--- src/rtl/result_bcd_converter_pkg.sv ---
// Shared types and constants for the signed-result to BCD converter.
package result_bcd_converter_pkg;

    localparam int unsigned InW       = 16;
    localparam int unsigned NumDigits = 5;
    localparam int unsigned NumIters  = 16;

    typedef enum logic [1:0] {
        StIdle,
        StConvert,
        StDone
    } state_e;

    // Leading-zero blanking: units always lit, digit k lit if any digit at or above k is nonzero.
    function automatic logic [NumDigits-1:0] digit_enable(input logic [4*NumDigits-1:0] bcd);
        logic [NumDigits-1:0] en;
        en    = '0;
        en[0] = 1'b1;
        for (int k = 1; k < int'(NumDigits); k++) begin
            en[k] = |(bcd >> (4 * k));
        end
        return en;
    endfunction

endpackage

--- src/rtl/result_bcd_converter_bcd_add3.sv ---
// Double-dabble digit correction: add 3 to any BCD digit of 5 or more before the shift.
module bcd_add3 (
    input  logic [3:0] digit_i,
    output logic [3:0] digit_o
);

    // Pure combinational correction.
    always_comb begin
        digit_o = (digit_i >= 4'd5) ? digit_i + 4'd3 : digit_i;
    end

endmodule

--- src/rtl/result_bcd_converter.sv ---
// Converts a signed divider result into sign + 5 BCD digits using one
// double-dabble iteration per cycle, with leading-zero display enables.
module result_bcd_converter
    import result_bcd_converter_pkg::*;
#(
    parameter int unsigned IN_W       = InW,
    parameter int unsigned NUM_DIGITS = NumDigits
) (
    input  logic                    clk,
    input  logic                    rst_n,
    input  logic                    in_valid,
    input  logic [IN_W-1:0]         in_result,
    output logic                    busy,
    output logic                    out_valid,
    output logic                    out_sign,
    output logic [4*NUM_DIGITS-1:0] out_bcd,
    output logic [NUM_DIGITS-1:0]   out_digit_en
);

    localparam int unsigned BcdW = 4 * NUM_DIGITS;
    localparam int unsigned CntW = $clog2(NumIters);

    state_e                state_q, state_d;
    logic [CntW-1:0]       cnt_q, cnt_d;
    logic [BcdW-1:0]       bcd_q, bcd_d;
    logic [IN_W-1:0]       mag_q, mag_d;
    logic                  sign_q, sign_d;
    logic                  out_sign_q, out_sign_d;
    logic [BcdW-1:0]       out_bcd_q, out_bcd_d;
    logic [NUM_DIGITS-1:0] out_en_q, out_en_d;

    logic [BcdW-1:0]       bcd_adj;
    logic [BcdW-1:0]       bcd_shift;

    for (genvar g = 0; g < int'(NUM_DIGITS); g++) begin : g_add3
        bcd_add3 u_add3 (
            .digit_i (bcd_q[4*g +: 4]),
            .digit_o (bcd_adj[4*g +: 4])
        );
    end

    // Corrected digits shifted left with the magnitude MSB entering the units digit.
    always_comb begin
        bcd_shift = BcdW'({bcd_adj, mag_q[IN_W-1]});
    end

    // Next-state logic for the control FSM and datapath registers.
    always_comb begin
        state_d    = state_q;
        cnt_d      = cnt_q;
        bcd_d      = bcd_q;
        mag_d      = mag_q;
        sign_d     = sign_q;
        out_sign_d = out_sign_q;
        out_bcd_d  = out_bcd_q;
        out_en_d   = out_en_q;

        unique case (state_q)
            StIdle: begin
                if (in_valid) begin
                    sign_d  = in_result[IN_W-1];
                    // 16'h8000 negates to itself, which read unsigned is 32768.
                    mag_d   = in_result[IN_W-1] ? (~in_result + 1'b1) : in_result;
                    bcd_d   = '0;
                    cnt_d   = '0;
                    state_d = StConvert;
                end
            end
            StConvert: begin
                bcd_d = bcd_shift;
                mag_d = {mag_q[IN_W-2:0], 1'b0};
                cnt_d = cnt_q + 1'b1;
                if (cnt_q == CntW'(NumIters - 1)) begin
                    state_d    = StDone;
                    out_bcd_d  = bcd_shift;
                    out_sign_d = sign_q;
                    out_en_d   = digit_enable(bcd_shift);
                end
            end
            StDone: begin
                state_d = StIdle;
            end
            default: begin
                state_d = StIdle;
            end
        endcase
    end

    // State register with synchronous active-low reset.
    always_ff @(posedge clk) begin
        if (!rst_n) begin
            state_q    <= StIdle;
            cnt_q      <= '0;
            bcd_q      <= '0;
            mag_q      <= '0;
            sign_q     <= 1'b0;
            out_sign_q <= 1'b0;
            out_bcd_q  <= '0;
            out_en_q   <= NUM_DIGITS'(1);
        end else begin
            state_q    <= state_d;
            cnt_q      <= cnt_d;
            bcd_q      <= bcd_d;
            mag_q      <= mag_d;
            sign_q     <= sign_d;
            out_sign_q <= out_sign_d;
            out_bcd_q  <= out_bcd_d;
            out_en_q   <= out_en_d;
        end
    end

    // Outputs decoded from state and held result registers.
    always_comb begin
        busy         = (state_q != StIdle);
        out_valid    = (state_q == StDone);
        out_sign     = out_sign_q;
        out_bcd      = out_bcd_q;
        out_digit_en = out_en_q;
    end

endmodule

--- config.mk ---
export PLATFORM = sky130hd
export DESIGN_NAME = result_bcd_converter
export DESIGN_NICKNAME = d
export VERILOG_FILES = /design/src/rtl/result_bcd_converter_pkg.sv /design/src/rtl/result_bcd_converter_bcd_add3.sv /design/src/rtl/result_bcd_converter.sv
export SDC_FILE = /design/constraint.sdc
export NUM_CORES = 1
export LEC_CHECK = 0
export BUFFER_PORTS_ARGS = -buffer_cell sky130_fd_sc_hd__buf_2
export CAP_MARGIN = 0
export CORE_MARGIN = 5
export CORE_UTILIZATION = 25
export DETAILED_ROUTE_END_ITERATION = 6
export HOLD_SLACK_MARGIN = 0.06
export SLEW_MARGIN = 10
export SYNTH_ARGS = -nofsm -noshare
export SYNTH_HDL_FRONTEND = slang
export SYNTH_SLANG_ARGS = --single-unit
--- constraint.sdc ---
create_clock -name clk -period 1.7 [get_ports clk]
set_input_delay 0.34 -clock clk [delete_from_list [all_inputs] [get_ports clk]]
set_output_delay 0.34 -clock clk [all_outputs]
set_load 0.1 [all_outputs]
# Word-level counts from Yosys, hierarchy flattened
# Cells that the tools add are included.
# word_totals
ff_bits,68
latchBits,0
mem_bits_rw,0
mem_bits_ro,0
inputBits,19
output_inout_bits,28
elab_cells,52
mem_count,0
# op_classes
n_addsub,7
n_mul,0
n_div,0
n_lt_le_gt_ge,5
eq_ne,5
shifts,0
muxes,15
bitwise,1
n_reduce_logical,11
# ops
operator,n
20-bit case mux with 2 select lines,1
16-bit two-way mux,2
16-bit case mux with 2 select lines,1
4-bit by 3-bit greater-or-equal comparator with 1-bit output (second input constant),5
20-bit two-way mux,1
4-bit two-way mux,5
16-bit by 1-bit adder with 16-bit output (second input constant),1
4-bit by 2-bit adder with 4-bit output (second input constant),4
16-bit NOT,1
16-bit OR reduction,1
12-bit OR reduction,1
4-bit case mux with 2 select lines,1
2-bit AND reduction,4
8-bit OR reduction,1
4-bit by 1-bit adder with 4-bit output (second input constant),1
4-bit == test (second input constant),1
2-bit two-way mux,2
2-bit != test (second input constant),2
2-bit case mux with 2 select lines,1
2-bit nonzero test,2
4-bit OR reduction,1
3-bit by 2-bit adder with 3-bit output (second input constant),1
3-bit two-way mux,1
2-bit by 1-bit == test with 1-bit output (second input constant),1
2 further kinds,2

# Logic depth before layout (Yosys ltp)
# logic_depth
ltp_word,5
depth_mapped,7
mapped_depth_nobuf,7

# Cells and area by module
# Synthesis repeated with hierarchy kept, for this count alone.
# hier_totals
hier_cells,430
area_unflattened_um2,3392.0
# modules_own_cells
mod,instances,cells_per_inst,area_per_inst_um2,seq_area_each_um2
result_bcd_converter,1,350,2885.3,1361.3
bcd_add3,5,16,101.3,0.0

# Worst setup path before layout
# Ideal clock, no wire load.
# synth_timing
path_kind,reg-to-output
from,reg state_q[1]
to,out out_valid
arrival_time_ns,1.699
slack_ns,-0.339
stages_incl_launch_ff,3
path_cell_list,dfxtp_1 > inv_1 > nor2_1
# synth_between
elab_chain_cells,1
# synth_lines
element,line,source
"start, declared",result_bcd_converter.sv:23,"state_e state_q, state_d;"
"start signal, assigned",result_bcd_converter.sv:92,state_q <= StIdle;
"start signal, assigned",result_bcd_converter.sv:101,state_q <= state_d;
2-bit == test,result_bcd_converter.sv:115,out_valid = (state_q == StDone);
"end, declared",result_bcd_converter.sv:14,"output logic out_valid,"
# No other way between the ends.

# Worst setup path in the final report
# layout_timing
from,reg bcd_q[17]
to,reg out_en_q[2] (netlist: out_digit_en[2])
# layout_between
elab_chain_cells,3
elab_cells_between_ends,4
# layout_lines
element,line,source
"start, declared",result_bcd_converter.sv:25,"logic [BcdW-1:0] bcd_q, bcd_d;"
"start signal, assigned",result_bcd_converter.sv:94,bcd_q <= '0;
"start signal, assigned",result_bcd_converter.sv:103,bcd_q <= bcd_d;
4-bit by 3-bit greater-or-equal comparator with 1-bit output or 3-bit by 2-bit adder with 3-bit output (tied branches),result_bcd_converter_bcd_add3.sv:9,digit_o = (digit_i >= 4'd5) ? digit_i + 4'd3 : digit_i;
3-bit two-way mux (*),result_bcd_converter_bcd_add3.sv:9,
12-bit OR reduction (*),result_bcd_converter_pkg.sv:20,en[k] = |(bcd >> (4 * k));
"end signal, assigned",result_bcd_converter.sv:108,out_en_q <= out_en_d;
"end, declared",result_bcd_converter.sv:30,"logic [NUM_DIGITS-1:0] out_en_q, out_en_d;"
# Mark *: on every way between the ends. The rest lies on a longest branch, timed or not.
# A chain may end at the register's enable or synchronous reset.

==> results_dict.tcl <==
set metrics [dict create \
    status "finished with violations" \
    violations "negative setup slack" \
    gp_congestion 0.786 \
    areaGrowthSynthToFinish_pct 39.8 \
    crit_fanout 3 \
    final_util_pct 35.8 \
    worstPathRequired_ns 1.91 \
    ys_seq_area_share_pct 39.8 \
    cts.root.buffer_cell "clkbuf_16" \
    grt_first_pass_wirelength_um 15300 \
    crit_type "flop to flop" \
    grt_max_degree 21 \
    dp_cells 660 \
    place.detailed.hpwl_um 6630 \
    clock_latency_ns 0.33 \
    fin_nets 531 \
    avgRoutedWirePerCell_um 13.0 \
    synthTopCellsByCount "nand2_1 (69), dfxtp_1 (68), o21ai_0 (25)" \
    cts_tree "yes" \
    core_area_sq_um 13300 \
    cts_sinks 68 \
    die_w_um 127 \
    synth_warnings 0 \
    fmax_ghz 0.580 \
    vias 3177 \
    synth_cell_types 53 \
    grt_overflow 0 \
    ios 47 \
    report.final.hold_viol_count 0 \
    ir_drop_uv 457 \
    wl_um 8860 \
    max_stage_delay_ns 0.36 \
    grt_use_total_pct 11.6 \
    synth_ff_type "dfxtp_1" \
    drtPass1Iterations 4 \
    postSynthAreaPerCell_sq_um 8.50 \
    drv_slew 0 \
    start_util_pct 25.6 \
    leakage_uw 0.00204 \
    fin_crit_sh_pct 101 \
    fin_ws_ns -0.0249 \
    drt_iter0_markers 171 \
    place_ws_ns -0.299 \
    die_h_um 127 \
    arrival_ns 1.93 \
    finalSetupViolCount 3 \
    ant_nets 0 \
    drive_gt1_share_pct 31.3 \
    drt_drc_violations_left 0 \
    rows 42 \
    grt_pass1_vias 3240 \
    min_path_type "primary input to flop" \
    antenna_found_initial 0 \
    cp-end-kind "flop" \
    htree_levels 3 \
    ys_ff_latch 68 \
    final_cells 681 \
    syn_inst 402 \
    crit_chain "inv_4 > ha_4 > nand2b_4 > a2111oi_4 > o2111ai_2 > nor4b_4 > a21oi_1" \
    n_antenna_cell 0 \
    cts_made_buffers 9 \
    skew_ns 0.00755 \
    async_flop_share_pct 0 \
    fin_setup_tns_ns -0.0513 \
    clockBufferDepth 2 \
    crit_slowest_cell "dfxtp_2" \
    p_per_area_nw_per_um2 843 \
    synth_top_area_share_pct 39.8 \
    cts-hold-fix-buffers 0 \
    via_per_inst 4.67 \
    rsz0062_at_grt "true" \
    maxCapViolations 0 \
    worstHoldPathCells 3 \
    dieArea_sq_um 16100 \
    startpoint_type "flop" \
    yosys-top-cells-area "dfxtp_1 (40%), nand2_1 (7.6%), ha_1 (4.4%)" \
    period_needed_ns 1.72 \
    r2r.worst_path.cells 7 \
    syn_nets 433 \
    yosys.area.top_type "dfxtp_1" \
    syn_area_sq_um 3420 \
    synth-edff-count 0 \
    io_buffers 45 \
    synth.most_common_cell "nand2_1" \
    clk_pin_slew_ns 0.06 \
]
per-layer routing:
layer  share of wire (%)  routed length [um]  global-route usage, %
met5                   0                   0                      0
met4                0.90                  80                   3.41
met3                 6.5                 580                   3.78
met2                  49                4300                   19.2
met1                  44                3900                   14.3
power by group:
group | switching, uW | leakage, uW | total (uW) | internal, uW
clock network | 687 | 0.000162 | 2010 | 1320
registers | 23.8 | 0.000553 | 1660 | 1630
logic | 215 | 0.00132 | 362 | 147
total | 926 | 0.00204 | 4030 | 3100
through the flow:
step	hold slack [ns]	power, uW	instance area [sq um]
floorplan	0.426	1910	3480
global placement	0.441	2050	4310
detailed placement	0.447	2050	4310
CTS	0.309	4070	4720
global route	0.351	4200	4780
finish	0.309	4030	4780
worst paths after layout:
kind | from | to | slack [ns]
min reg2reg | out_bcd[9] | out_bcd[9] | 0.45
max reg2reg | bcd_q[17] | out_digit_en[2] | -0.02
max | bcd_q[17] | out_digit_en[2] | -0.02
min | in_result[14] | mag_q[14] | 0.31
critical path, delay by kind of cell (launching register included):
family | cells | cell delay, ns
AO/OA/AOI/OAI | 3 | 0.60
adder cells (fa/ha/maj) | 1 | 0.15
buffers and inverters | 1 | 0.05
flip-flops | 1 | 0.36
AND/OR/NAND/NOR | 2 | 0.44
placed cells by master (no fill, tap or decap), types with 8 or more instances in the layout:
master      n
o211a_1     8
o21ai_0    24
inv_1      13
a21oi_1    11
nand2_1    69
nor2b_1     9
buf_2      42
clkbuf_16   9
xor2_1     11
a22o_1     14
buf_4      62
ha_1        9
dfxtp_1    64
o21ai_1    18
a21boi_1   15
nor2_1     15
final cells by class:
| cell class | count | area, sq um |
|---|---|---|
| Sequential cell | 68 | 1370 |
| Fill cell | 1393 | 8570 |
| Timing Repair Buffer | 108 | 738 |
| Tap cell | 176 | 220 |
| Inverter | 16 | 62.6 |
| Clock inverter | 6 | 87.6 |
| Multi-Input combinational cell | 297 | 2060 |
| Clock buffer | 10 | 239 |
logic make-up (layout without fill, tap and decap cells):
kind of cell    Yosys count  in the layout  synth area share [%]
compound gates          122            122                  25.5
simple gates            139            139                  19.8
mux                       5              5                  1.50
fa+ha+maj                12             12                  4.39
other cells               1              1                 0.110
xor+xnor                 18             18                  4.61
buf+inv                  37            140                  4.17
flops                    68             68                  39.8
state kept, by name, indices dropped and copies added, names as in the netlist:
name / count
mag_q: 16
out_sign: 1
bcd_q: 20
out_digit_en: 4
state_q: 2
sign_q: 1
out_bcd: 20
cnt_q: 4
what timing repair did:
| item | in CTS | in global routing |
|---|---|---|
| pin swaps | 9 | 5 |
| endpoints found under the setup margin | 4 | 10 |
| buffers inserted | 4 | 1 |
| resized for setup | 13 | 9 |
Power figures use the tool's default switching activity.
